`config.mk`:
```
export PLATFORM = sky130hd
export DESIGN_NAME = ysyx_22050550_wb_arbiter
export DESIGN_NICKNAME = d
export VERILOG_FILES = /design/src/rtl/ysyx_22050550_wb_pkg.sv /design/src/rtl/ysyx_22050550_wb_slot.sv /design/src/rtl/ysyx_22050550_wb_arbiter.sv
export SDC_FILE = /design/constraint.sdc
export NUM_CORES = 1
export LEC_CHECK = 0
export ABC_AREA = 1
export BUFFER_PORTS_ARGS = -buffer_cell sky130_fd_sc_hd__buf_2
export CORE_AREA = 5 5 224 226
export DETAILED_ROUTE_END_ITERATION = 10
export DIE_AREA = 0 0 229 231
export PLACE_DENSITY = 0.39
export SLEW_MARGIN = 20
export SYNTH_ARGS = -nofsm -noshare
export SYNTH_HDL_FRONTEND = slang
export SYNTH_SLANG_ARGS = --single-unit
```
`constraint.sdc`:
```
create_clock -name clock -period 1.8 [get_ports clock]
set_input_delay 0.09 -clock clock [delete_from_list [all_inputs] [get_ports clock]]
set_output_delay 0.09 -clock clock [all_outputs]
set_load 0.02 [all_outputs]
```
`src/rtl/ysyx_22050550_wb_pkg.sv`:
```
// Shared types and defaults for the writeback arbiter.
// Source IDs and the buffered entry layout used by the slots and the top level.
package ysyx_22050550_wb_pkg;

  localparam int XLEN_DEF = 64;
  localparam int AW_DEF   = 5;

  typedef enum logic {
    SRC_EXU = 1'b0,
    SRC_LSU = 1'b1
  } wb_src_e;

  typedef struct packed {
    logic [AW_DEF-1:0]   waddr;
    logic                wen;
    logic [XLEN_DEF-1:0] wdata;
  } wb_entry_t;

endpackage

```
`src/rtl/ysyx_22050550_wb_slot.sv`:
```
// One-entry writeback buffer for a single source.
// Accepts on valid&ready and can refill in the same edge it is drained.
module ysyx_22050550_wb_slot
  import ysyx_22050550_wb_pkg::*;
#(
  parameter int XLEN = XLEN_DEF,
  parameter int AW   = AW_DEF
) (
  input  logic            clock,
  input  logic            reset,
  input  logic            valid,
  output logic            ready,
  input  logic [AW-1:0]   waddr,
  input  logic            wen,
  input  logic [XLEN-1:0] wdata,
  input  logic            drain,
  output logic            slot_valid,
  output logic [AW-1:0]   slot_waddr,
  output logic            slot_wen,
  output logic [XLEN-1:0] slot_wdata
);

  logic            valid_r;
  logic [AW-1:0]   waddr_r;
  logic            wen_r;
  logic [XLEN-1:0] wdata_r;
  logic            load_s;

  // Ready is forced low while reset is held so upstream sees no acceptance.
  assign ready  = reset & (~valid_r | drain);
  assign load_s = valid & ready;

  // Occupancy flag: a load wins over a drain so a same-edge refill keeps the slot full.
  always_ff @(posedge clock) begin
    if (!reset) begin
      valid_r <= 1'b0;
    end else if (load_s) begin
      valid_r <= 1'b1;
    end else if (drain) begin
      valid_r <= 1'b0;
    end else begin
      valid_r <= valid_r;
    end
  end

  // Payload register: sampled only on a handshake.
  always_ff @(posedge clock) begin
    if (!reset) begin
      waddr_r <= {AW{1'b0}};
      wen_r   <= 1'b0;
      wdata_r <= {XLEN{1'b0}};
    end else if (load_s) begin
      waddr_r <= waddr;
      wen_r   <= wen;
      wdata_r <= wdata;
    end else begin
      waddr_r <= waddr_r;
      wen_r   <= wen_r;
      wdata_r <= wdata_r;
    end
  end

  assign slot_valid = valid_r;
  assign slot_waddr = waddr_r;
  assign slot_wen   = wen_r;
  assign slot_wdata = wdata_r;

endmodule

```
`src/rtl/ysyx_22050550_wb_arbiter.sv`:
```
// Round-robin writeback arbiter between EXU and LSU for the shared regfile/scoreboard port.
// Holds one entry per source, drives registered write strobes and counts retired instructions.
module ysyx_22050550_wb_arbiter
  import ysyx_22050550_wb_pkg::*;
#(
  parameter int XLEN  = XLEN_DEF,
  parameter int AW    = AW_DEF,
  parameter int CNT_W = 64
) (
  input  logic             clock,
  input  logic             reset,
  input  logic             io_EXU_valid,
  output logic             io_EXU_ready,
  input  logic [AW-1:0]    io_EXU_waddr,
  input  logic             io_EXU_wen,
  input  logic [XLEN-1:0]  io_EXU_wdata,
  input  logic             io_LSU_valid,
  output logic             io_LSU_ready,
  input  logic [AW-1:0]    io_LSU_waddr,
  input  logic             io_LSU_wen,
  input  logic [XLEN-1:0]  io_LSU_wdata,
  output logic             io_WBU_wen,
  output logic [AW-1:0]    io_WBU_waddr,
  output logic [XLEN-1:0]  io_WBU_wdata,
  output logic             io_commit,
  output logic [CNT_W-1:0] io_commit_cnt,
  output logic             io_idle
);

  // x0 is hardwired, so an entry targeting it retires without a write strobe.
  function automatic logic writes_reg(input logic wen, input logic [AW-1:0] waddr);
    return wen & (waddr != {AW{1'b0}});
  endfunction

  logic            exu_slot_valid_s;
  logic [AW-1:0]   exu_slot_waddr_s;
  logic            exu_slot_wen_s;
  logic [XLEN-1:0] exu_slot_wdata_s;
  logic            lsu_slot_valid_s;
  logic [AW-1:0]   lsu_slot_waddr_s;
  logic            lsu_slot_wen_s;
  logic [XLEN-1:0] lsu_slot_wdata_s;

  logic            grant_valid_s;
  wb_src_e         grant_src_s;
  logic            exu_drain_s;
  logic            lsu_drain_s;
  logic [AW-1:0]   sel_waddr_s;
  logic            sel_wen_s;
  logic [XLEN-1:0] sel_wdata_s;

  wb_src_e         last_grant_r;
  logic            wbu_wen_r;
  logic [AW-1:0]   wbu_waddr_r;
  logic [XLEN-1:0] wbu_wdata_r;
  logic            commit_r;
  logic [CNT_W-1:0] commit_cnt_r;

  ysyx_22050550_wb_slot #(.XLEN(XLEN), .AW(AW)) u_exu_slot (
    .clock      (clock),
    .reset      (reset),
    .valid      (io_EXU_valid),
    .ready      (io_EXU_ready),
    .waddr      (io_EXU_waddr),
    .wen        (io_EXU_wen),
    .wdata      (io_EXU_wdata),
    .drain      (exu_drain_s),
    .slot_valid (exu_slot_valid_s),
    .slot_waddr (exu_slot_waddr_s),
    .slot_wen   (exu_slot_wen_s),
    .slot_wdata (exu_slot_wdata_s)
  );

  ysyx_22050550_wb_slot #(.XLEN(XLEN), .AW(AW)) u_lsu_slot (
    .clock      (clock),
    .reset      (reset),
    .valid      (io_LSU_valid),
    .ready      (io_LSU_ready),
    .waddr      (io_LSU_waddr),
    .wen        (io_LSU_wen),
    .wdata      (io_LSU_wdata),
    .drain      (lsu_drain_s),
    .slot_valid (lsu_slot_valid_s),
    .slot_waddr (lsu_slot_waddr_s),
    .slot_wen   (lsu_slot_wen_s),
    .slot_wdata (lsu_slot_wdata_s)
  );

  // Grant selection: a lone valid slot wins; on conflict the source not granted last wins.
  always_comb begin
    grant_valid_s = 1'b0;
    grant_src_s   = SRC_EXU;
    case ({exu_slot_valid_s, lsu_slot_valid_s})
      2'b10: begin
        grant_valid_s = 1'b1;
        grant_src_s   = SRC_EXU;
      end
      2'b01: begin
        grant_valid_s = 1'b1;
        grant_src_s   = SRC_LSU;
      end
      2'b11: begin
        grant_valid_s = 1'b1;
        grant_src_s   = (last_grant_r == SRC_EXU) ? SRC_LSU : SRC_EXU;
      end
      default: begin
        grant_valid_s = 1'b0;
        grant_src_s   = SRC_EXU;
      end
    endcase
  end

  assign exu_drain_s = grant_valid_s & (grant_src_s == SRC_EXU);
  assign lsu_drain_s = grant_valid_s & (grant_src_s == SRC_LSU);

  // Payload mux for the granted source.
  always_comb begin
    sel_waddr_s = exu_slot_waddr_s;
    sel_wen_s   = exu_slot_wen_s;
    sel_wdata_s = exu_slot_wdata_s;
    if (grant_src_s == SRC_LSU) begin
      sel_waddr_s = lsu_slot_waddr_s;
      sel_wen_s   = lsu_slot_wen_s;
      sel_wdata_s = lsu_slot_wdata_s;
    end else begin
      sel_waddr_s = exu_slot_waddr_s;
      sel_wen_s   = exu_slot_wen_s;
      sel_wdata_s = exu_slot_wdata_s;
    end
  end

  // Round-robin pointer: LSU after reset so EXU wins the first conflict.
  always_ff @(posedge clock) begin
    if (!reset) begin
      last_grant_r <= SRC_LSU;
    end else if (grant_valid_s) begin
      last_grant_r <= grant_src_s;
    end else begin
      last_grant_r <= last_grant_r;
    end
  end

  // Output stage: loaded with the granted entry, cleared in cycles without a grant.
  always_ff @(posedge clock) begin
    if (!reset) begin
      commit_r    <= 1'b0;
      wbu_wen_r   <= 1'b0;
      wbu_waddr_r <= {AW{1'b0}};
      wbu_wdata_r <= {XLEN{1'b0}};
    end else if (grant_valid_s) begin
      commit_r    <= 1'b1;
      wbu_wen_r   <= writes_reg(sel_wen_s, sel_waddr_s);
      wbu_waddr_r <= sel_waddr_s;
      wbu_wdata_r <= sel_wdata_s;
    end else begin
      commit_r    <= 1'b0;
      wbu_wen_r   <= 1'b0;
      wbu_waddr_r <= {AW{1'b0}};
      wbu_wdata_r <= {XLEN{1'b0}};
    end
  end

  // Retired-instruction counter, wraps naturally at 2^CNT_W.
  always_ff @(posedge clock) begin
    if (!reset) begin
      commit_cnt_r <= {CNT_W{1'b0}};
    end else if (commit_r) begin
      commit_cnt_r <= commit_cnt_r + CNT_W'(1);
    end else begin
      commit_cnt_r <= commit_cnt_r;
    end
  end

  assign io_WBU_wen    = wbu_wen_r;
  assign io_WBU_waddr  = wbu_waddr_r;
  assign io_WBU_wdata  = wbu_wdata_r;
  assign io_commit     = commit_r;
  assign io_commit_cnt = commit_cnt_r;
  // Reported idle while reset is held, even before the first reset edge clears the flops.
  assign io_idle       = ~reset | (~exu_slot_valid_s & ~lsu_slot_valid_s & ~commit_r);

endmodule

```
==> summary.md <==
| Metric | Value |
|---|---|
| Outcome | completed |
| DRC | 0 |
| Largest net degree at the start of global routing | 95 |
| Synthesized area per cell | 7.15 um2 |
| Area contributors post-synth | dfxtp_1, nand2_1, o21ai_0 |
| R2R setup slack | 0.08 ns |
| Fraction of registers with async set/reset | 0% |
| Critical R2R Launch | io_commit_cnt[20] |
| Fin area | about 17000 um2 |
| Max Clk Rate | slightly below 600 MHz |
| Yosys reg bits | 278 |
| Share of post-route cells with drive strength above 1 | 23.7% |
| Crit path kind | reg -> reg |
| CP Capture Point | io_commit_cnt[61] |
| Final period utilization | a little over nine tenths |
| Commonest non-fill, non-tap cell in the layout | nand2_1 |
| Ys Warns | 0 |
| Post-synth EDFFs | 0 |
| Die width | 229 um |
| Nets | about 2200 |
| Final hold viol count | 0 |
| Global route total overflow | 0 |
| Worst r2r dst | io_commit_cnt[61] |
| Rows | roughly 80 |
| Pre-CTS setup slack | -0.190 ns |
| Hold WC Path Type | in -> reg |
| GP Congestion | ~0.85 |
| Most frequent cells in the layout | nand2_1, buf_2, dfxtp_1 |
| Global-route wire length before repair | around 67000 um |
| Startpoint Class | flip-flop |
| H-tree levels | 2 |
| VDD IR max | ~0.49 mV |
| ANT nets after route | 0 |
| Largest area contributor in the netlist | dfxtp_1 |
| Source of the worst hold timing path | reset |
| Relative slew slack | a little under half |
| GR Util All Layers | between 10% and 20% |
| Worst skew pair latency | about 0.54 ns |
| Die height | roughly 230 um |
| RSZ-0062 raised after global routing | true |
| Starting Density | a little under a quarter |
| Vias | 11537 |
| Post-DP HPWL | 30100 um |
| CP max FO | 4 |
| Number of global-route vias before repair | ~12000 |
| Leakage | 7.00 nW |
| Core area | ~48000 um2 |
| Clock transition at path regs | approximately 0.060 ns |
| Synth cell types | 33 |
| Drt pass-1 iters | 5 |
| I/O Buffers | around 280 |
| CP startpoint | io_commit_cnt[20] |
| Setup violators final | 0 |
| CP Capture Type | flip-flop |
| Top-level I/O count | 282 |
| Post-placement cell area | approximately 14000 um2 |
| Seq/Total Area, Yosys | between 40% and 50% |
| R2R depth | 9 |
| Worst Skew | slightly above 0.02 ns |
| CTS sink cnt | 278 |
| Final worst setup slack | around 0.083 ns |
| Worst slew pin tran | 0.798 ns |
| Main flop type after synthesis | dfxtp_1 |
| Tmin final | approximately 1.7 ns |
| Pwr Density | just over 900 nW/um2 |
| Slew Viols, Final | 0 |
| Iteration-0 DRC Markers | approximately 510 |
| Syn nets | roughly 1700 |
| Synthesis-to-layout area growth | 47.8% |
| CTS max path bufs | 3 |
| WL final | around 43000 um |
| Post-Syn Area | approximately 11000 um2 |
| Vias per Instance | approximately 4.3 |
| Wire length per cell | between 15 and 20 um |
| Post-synth top area share | between 40% and 50% |
| Initial antenna violation count | 2 |
| Die area | 52900 um2 |
| CTS Buf Count | 36 |
| CTS root buf | clkbuf_16 |
| Critical Path RT | 2.21 ns |
| Mapped Cells | between 1500 and 2000 |
| CP arrival | about 2.1 ns |
| CTS tree | done |
| Max-Cap Viols | 0 |
==> report_power, final <==
part           internal [W]  leakage (nW)  switching [W]  total, W
clock               0.00437         0.586        0.00280   0.00717
combinational      0.000619          4.14       0.000779   0.00140
sequential          0.00646          2.28       0.000122   0.00658
total                0.0114          7.00        0.00370    0.0151
==> worst max-delay path, stage by stage, from the launching register on <==
cell and delay [ns]:
dfxtp_1 0.41, nand2_1 0.14, nor2_1 0.16, nand2_1 0.17, nor2_4 0.19, nand2_1 0.16
nor2_4 0.17, nand3_1 0.08, nand2_1 0.07, nor2_1 0.04
==> cell families after synthesis <==
kind of cell / Yosys count / share of synthesized area (%)
buffers and inverters: 197 / 7.14
XOR/XNOR: 10 / 0.775
adder cells (fa/ha/maj): 1 / 0.111
AO/OA/AOI/OAI: 293 / 13.9
flip-flops: 278 / 49.2
AND/OR/NAND/NOR: 803 / 28.9
==> synth_stat cells (8+ instances only) <==
| library cell | n |
|---|---|
| nand2_1 | 513 |
| dfxtp_1 | 278 |
| nor2_1 | 184 |
| o21ai_0 | 157 |
| inv_1 | 119 |
| a21oi_1 | 91 |
| nand3_1 | 53 |
| clkbuf_1 | 40 |
| o31ai_1 | 37 |
| buf_2 | 21 |
| nand4_1 | 15 |
| nor2_2 | 15 |
| buf_4 | 9 |
| xor2_1 | 8 |
==> worst min-delay path by stage <==
stage,cells past startpoint,endpoint,slack (ns)
finish,4,io_commit,0.03
global route,4,io_commit,0.01
CTS,4,io_commit,0.01
detailed placement,3,u_lsu_slot.slot_wdata[60],0.29
global placement,3,u_exu_slot.slot_wdata[44],0.29
floorplan,2,u_exu_slot.slot_waddr[0],0.20
==> sequential cells by signal (all words and copies together) (netlist names) <==
name	count
u_lsu_slot.slot_wdata	64
u_lsu_slot.slot_wen	1
u_exu_slot.slot_waddr	5
u_lsu_slot.slot_valid	1
u_exu_slot.slot_wdata	64
io_WBU_waddr	5
u_exu_slot.slot_wen	1
u_lsu_slot.slot_waddr	5
io_WBU_wdata	64
io_WBU_wen	1
io_commit_cnt	64
u_exu_slot.slot_valid	1
io_commit	1
last_grant_r	1
==> layer usage <==
| layer | routed length, um | up-vias | global-route usage (%) |
|---|---|---|---|
| met3 | 1970 | 76 | 3.21 |
| li1 | - | 6010 | - |
| met1 | 19100 | 5189 | 19.8 |
| met5 | 14 | - | 0 |
| met4 | 1370 | 2 | 5.43 |
| met2 | 20800 | 260 | 27.5 |
==> per-stage QoR <==
step | utilization [%] | std cells | setup TNS (ns) | hold slack [ns] | total power [W]
floorplan | - | 1582 | 0 | 0.203 | 0.00733
global placement | 28.8 | 2489 | -10.14 | 0.287 | 0.00785
detailed placement | 28.8 | 2489 | -11.99 | 0.294 | 0.00786
CTS | 34.4 | 2698 | 0 | 0.0120 | 0.0154
global route | 34.7 | 2709 | -0.531 | 0.0121 | 0.0159
finish | 34.7 | 2709 | 0 | 0.0268 | 0.0151
==> area by class of cell <==
cell class | count | area, um2
diodes | 1 | 2.50
clock buffers | 54 | 1100
clock inverters | 10 | 91.3
fillers | 5144 | 31400
inverters | 121 | 454
multi-input cells | 1108 | 5070
flip-flops and latches | 278 | 5580
well taps | 622 | 778
repair buffers | 515 | 3630
==> repair_timing <==
item,CTS,global route
gates cloned,1,1
setup endpoints to repair,68,42
endpoints found under the hold margin,142,0
setup buffers,2,9
hold buffers,142,0
resized for setup,12,32
pin swaps,1,8
Power figures use the tool's default switching activity.
